File: src/rtl/mem_port_arbiter.sv
// Round-robin arbiter and sequencer for one shared memory port.
// Requester 0 is instruction fetch, requester 1 is data access.
module mem_port_arbiter #(
    parameter int unsigned AW         = 32,
    parameter int unsigned DW         = 32,
    parameter int unsigned TIMEOUT    = 16,
    parameter bit          FIRST_PRIO = 1'b0
) (
    input  logic          clk,
    input  logic          rst_n,
    input  logic          req0_valid,
    input  logic [AW-1:0] req0_addr,
    output logic          req0_ready,
    input  logic          req1_valid,
    input  logic [AW-1:0] req1_addr,
    output logic          req1_ready,
    output logic [DW-1:0] resp_rdata,
    output logic          resp_err,
    output logic          mem_req,
    output logic          mem_sel,
    output logic [AW-1:0] mem_addr,
    input  logic          mem_ack,
    input  logic [DW-1:0] mem_rdata,
    output logic          timeout_err
);

    localparam int unsigned CW   = (TIMEOUT == 0) ? 1 : $clog2(TIMEOUT + 1);
    localparam int unsigned TLIM = (TIMEOUT == 0) ? 0 : TIMEOUT - 1;
    localparam logic [CW-1:0] CNT_LAST = CW'(TLIM);
    localparam logic [CW-1:0] CNT_SAT  = {CW{1'b1}};

    typedef enum logic [1:0] {
        S_IDLE,
        S_BUSY,
        S_RESP
    } state_t;

    state_t        r_state, w_state;
    logic          r_mem_req, w_mem_req;
    logic          r_mem_sel, w_mem_sel;
    logic [AW-1:0] r_mem_addr, w_mem_addr;
    logic          r_ready0, w_ready0;
    logic          r_ready1, w_ready1;
    logic [DW-1:0] r_rdata, w_rdata;
    logic          r_err, w_err;
    logic          r_terr, w_terr;
    logic [CW-1:0] r_cnt, w_cnt;
    logic          r_last, w_last;
    logic          w_win;

    // Ties go to whoever did not win last; a lone requester always wins
    assign w_win = (req0_valid && req1_valid) ? ~r_last : req1_valid;

    always_comb begin
        w_state    = r_state;
        w_mem_req  = r_mem_req;
        w_mem_sel  = r_mem_sel;
        w_mem_addr = r_mem_addr;
        w_ready0   = 1'b0;
        w_ready1   = 1'b0;
        w_rdata    = r_rdata;
        w_err      = r_err;
        w_terr     = r_terr;
        w_cnt      = r_cnt;
        w_last     = r_last;
        unique case (r_state)
            S_IDLE: begin
                if (req0_valid || req1_valid) begin
                    w_state    = S_BUSY;
                    w_mem_req  = 1'b1;
                    w_mem_sel  = w_win;
                    w_mem_addr = w_win ? req1_addr : req0_addr;
                    w_last     = w_win;
                    w_cnt      = '0;
                end
            end
            S_BUSY: begin
                if (mem_ack) begin
                    w_state   = S_RESP;
                    w_mem_req = 1'b0;
                    w_rdata   = mem_rdata;
                    w_err     = 1'b0;
                    w_ready0  = ~r_mem_sel;
                    w_ready1  = r_mem_sel;
                end else if (TIMEOUT != 0 && r_cnt == CNT_LAST) begin
                    w_state   = S_RESP;
                    w_mem_req = 1'b0;
                    w_rdata   = '0;
                    w_err     = 1'b1;
                    w_terr    = 1'b1;
                    w_ready0  = ~r_mem_sel;
                    w_ready1  = r_mem_sel;
                end else if (r_cnt != CNT_SAT) begin
                    w_cnt = r_cnt + 1'b1;
                end
            end
            S_RESP: begin
                w_state = S_IDLE;
                w_rdata = '0;
                w_err   = 1'b0;
            end
            default: w_state = S_IDLE;
        endcase
    end

    always_ff @(posedge clk or negedge rst_n) begin
        if (!rst_n) begin
            r_state    <= S_IDLE;
            r_mem_req  <= 1'b0;
            r_mem_sel  <= 1'b0;
            r_mem_addr <= '0;
            r_ready0   <= 1'b0;
            r_ready1   <= 1'b0;
            r_rdata    <= '0;
            r_err      <= 1'b0;
            r_terr     <= 1'b0;
            r_cnt      <= '0;
            r_last     <= ~FIRST_PRIO;
        end else begin
            r_state    <= w_state;
            r_mem_req  <= w_mem_req;
            r_mem_sel  <= w_mem_sel;
            r_mem_addr <= w_mem_addr;
            r_ready0   <= w_ready0;
            r_ready1   <= w_ready1;
            r_rdata    <= w_rdata;
            r_err      <= w_err;
            r_terr     <= w_terr;
            r_cnt      <= w_cnt;
            r_last     <= w_last;
        end
    end

    assign req0_ready  = r_ready0;
    assign req1_ready  = r_ready1;
    assign resp_rdata  = r_rdata;
    assign resp_err    = r_err;
    assign mem_req     = r_mem_req;
    assign mem_sel     = r_mem_sel;
    assign mem_addr    = r_mem_addr;
    assign timeout_err = r_terr;

endmodule

File: config.mk
export PLATFORM = sky130hd
export DESIGN_NAME = mem_port_arbiter
export DESIGN_NICKNAME = d
export VERILOG_FILES = /design/src/rtl/mem_port_arbiter.sv
export SDC_FILE = /design/constraint.sdc
export NUM_CORES = 1
export LEC_CHECK = 0
export BUFFER_PORTS_ARGS = -buffer_cell sky130_fd_sc_hd__buf_2
export CAP_MARGIN = 10
export CORE_MARGIN = 1
export CORE_UTILIZATION = 46
export CTS_CLUSTER_DIAMETER = 30
export DETAILED_ROUTE_END_ITERATION = 10
export PLACE_DENSITY = 0.8
export SETUP_SLACK_MARGIN = 0.2
export SYNTH_ARGS = -nofsm -noshare
export SYNTH_HDL_FRONTEND = slang
export SYNTH_SLANG_ARGS = --single-unit
File: constraint.sdc
create_clock -name clk -period 2.9 [get_ports clk]
set_input_delay 0 -clock clk [delete_from_list [all_inputs] [get_ports clk]]
set_output_delay 0 -clock clk [all_outputs]
set_load 0.05 [all_outputs]
==> impl_metrics.py <==
metrics = {
    "place": {
        "gp_congestion": 0.829,
        "dpl.hpwl_um": 5520,
        "dpl-instance-area_um2": 4340,
        "dp.cells": 498,
        "portBuffers": 170,
        "post-place-ws_ns": 0.671,
    },
    "yosys": {
        "netlist.area_leader.share_pct": 56.2,
        "syn_inst": 240,
        "yosys.area_share.adder_pct": 1.09,
        "synth_top_flop_cell": "dfrtp_1",
        "async_flop_share_pct": 100,
        "synth_mux_area_share_pct": 22.9,
        "ys_types": 35,
        "yosysSeqAreaShare_pct": 57.0,
        "synth_compound_area_share_pct": 12.1,
        "synth_edf_count": 0,
        "synth_top_family_by_area": "multiplexers",
        "synthSimpleGateAreaFrac_pct": 3.32,
        "synth_area_um2": 3430,
        "yosys-top-cells-area": "dfrtp_1 (56%), mux2_2 (22%), a22o_1 (8.2%)",
        "syn_area_per_cell_um2": 14.3,
        "synthXorXnorAreaFrac_pct": 0,
        "synth_seq_cells": 78,
        "syn_nets": 344,
        "synth_top_cell_by_area": "dfrtp_1",
        "yosys_warnings": 0,
    },
    "layout": {
        "final_cell_mix": "buf_2 (169), dfrtp_1 (77), mux2_2 (67), a22o_1 (32), dlygate4sd3_1 (32)",
        "nFillCells": 567,
        "diodes": 0,
        "drive_gt1_share_pct": 58.6,
        "utilization_pct": 67.5,
        "area_growth_pct": 42.1,
        "seq_area_um2": 1950,
        "fin_cells": 546,
        "multi_input_area_um2": 1360,
        "stdcell_area_um2": 4870,
        "nets": 546,
        "layout_commonest_cell": "buf_2",
    },
    "setup_path": {
        "max_stage_delay_ns": 0.60,
        "end_kind": "flip-flop",
        "crit_path_frequent_cell": "ha_1",
        "path_class": "reg -> reg",
        "cp_cell_sequence": "ha_1 -> and3_1 -> ha_1 -> o21ai_0 -> mux2_2 -> a22o_1",
        "slowest_stage": "mux2_2",
        "crit_fanout": 31,
        "critical_path_buf_inv_count": 0,
        "start_kind": "flip-flop",
        "worstPathArrival_ns": 2.54,
        "worstPathRequired_ns": 3.16,
        "cp_top_family": "multiplexers",
    },
    "clock_network": {
        "cts_tree": "yes",
        "clk_pin_slew_ns": 0.08,
        "clock_latency_ns": 0.33,
        "ctsRootBufferMaster": "clkbuf_8",
        "cts-htree-levels": 3,
        "post_cts_buffers": 0,
        "cts_sinks": 78,
        "numCtsBuffers": 9,
        "clockBufferDepth": 2,
    },
    "timing": {
        "finClkSkew_ns": 0.00608,
        "hold_violations": 0,
        "setup_viol": 0,
        "setup_tns_ns": 0,
        "maxSlewViolCount": 0,
        "fin_crit_sh_pct": 78.5,
        "fin_ws_ns": 0.623,
        "tightest_slew_ns": 0.953,
        "fmax_mhz": 439,
        "holdWs_ns": 0.0187,
        "period_minus_slack_ns": 2.28,
        "rsz0062_at_grt": "no",
        "slew_headroom_pct": 36.5,
    },
    "route": {
        "vias": 2731,
        "remaining_drc_errors": 0,
        "post_drt_wl_per_cell_um": 14.6,
        "drt-total-wl_um": 7970,
        "via_per_inst": 5.00,
        "firstDrtPassIters": 4,
        "drtIter0Drc": 72,
        "antenna_left": 0,
    },
    "grt": {
        "grt_pass1_wl_um": 12500,
        "antenna_found_initial": 0,
        "grt_max_degree": 79,
        "grt_pass1_vias": 2685,
        "track_usage_pct": 20.9,
        "overflow": 0,
    },
    "floorplan": {
        "die_y_um": 88.3,
        "dieWidth_um": 88.3,
        "fp-row-count": 31,
        "die_area_um2": 7800,
        "ios": 171,
        "start_util_pct": 47.5,
        "core_area_um2": 7210,
    },
    "outcome": {
        "status": "completed",
    },
    "flow_run": {
        "maxCapViolations": 0,
    },
    "pwr": {
        "p_per_area_nw_per_um2": 1210,
        "p_leak_nw": 2.44,
        "max-vdd-ir-drop_mv": 0.670,
        "power_mw": 5.89,
    },
    "hold_path": {
        "hold_class": "in -> reg",
    },
}
==> layout make-up <==
type	instances	area share, %
Inverter	6	0.462
Tap cell	99	2.54
Timing Repair Buffer	206	24.7
Multi-Input combinational cell	141	27.9
Clock inverter	4	1.10
Clock buffer	12	3.18
Sequential cell	78	40.1
==> registers in the layout (all words and copies together), names as in the netlist <==
name         flops
mem_addr        32
resp_rdata      32
r_cnt            5
r_state          2
mem_req          1
mem_sel          1
r_last           1
req0_ready       1
req1_ready       1
resp_err         1
timeout_err      1
==> kinds of logic (layout without fill, tap and decap cells) <==
| family | after synthesis | after routing |
|---|---|---|
| flops | 78 | 78 |
| mux | 70 | 70 |
| compound gates | 49 | 49 |
| buf+inv | 21 | 228 |
| simple gates | 19 | 19 |
| fa+ha+maj | 3 | 3 |
==> synthesized netlist by cell type, drive strengths merged (3+ instances only) <==
cell / n
a21o: 3
a22o: 32
buf: 14
dfrtp: 77
ha: 3
inv: 6
mux2: 68
nand2: 4
nor2: 4
o21ai: 4
==> metal layers <==
| metal | GRT usage, % | vias to the layer above | part of all wire [%] |
|---|---|---|---|
| met4 | 9.24 | 0 | 2.3 |
| li1 | - | 1283 | - |
| met5 | 0 | - | 0 |
| met3 | 5.22 | 18 | 7.0 |
| met1 | 25.1 | 1302 | 41 |
| met2 | 35.8 | 128 | 50 |
==> worst register-to-register path: cells and delay by family, from the launching register on <==
family          cells  cell delay (ns)
mux                 1             0.60
flops               1             0.42
fa+ha+maj           2             0.48
compound gates      2             0.48
simple gates        1             0.22
==> timing repair <==
action	4_1_cts	5_1_grt
endpoints found under the hold margin	108	0
setup endpoints to repair	0	0
hold buffers	32	0
resized for setup	0	0
==> report_power, final <==
part	internal, mW	switching, mW
clock network	0.449	0.391
registers	1.56	0.274
logic	0.994	2.22
==> path summary, 6_finish.rpt <==
| kind | slack (ns) | end | cells after the start | from |
|---|---|---|---|---|
| setup / recovery | 0.62 | resp_rdata[1]$_DFFE_PN0P_ | 6 | r_cnt[0]$_DFFE_PN0P_ |
| min in group asynchronous | 0.34 | resp_err$_DFFE_PN0P_ | 2 | rst_n |
| hold reg to reg | 0.47 | req0_ready$_DFF_PN0_ | 1 | mem_sel$_DFFE_PN0P_ |
| max in group asynchronous | 1.92 | resp_rdata[27]$_DFFE_PN0P_ | 2 | rst_n |
| hold / removal | 0.02 | mem_addr[13]$_DFFE_PN0P_ | 3 | req1_addr[13] |
| setup reg to reg | 0.62 | resp_rdata[1]$_DFFE_PN0P_ | 6 | r_cnt[0]$_DFFE_PN0P_ |
No activity file was read; power rests on OpenSTA's default activity.
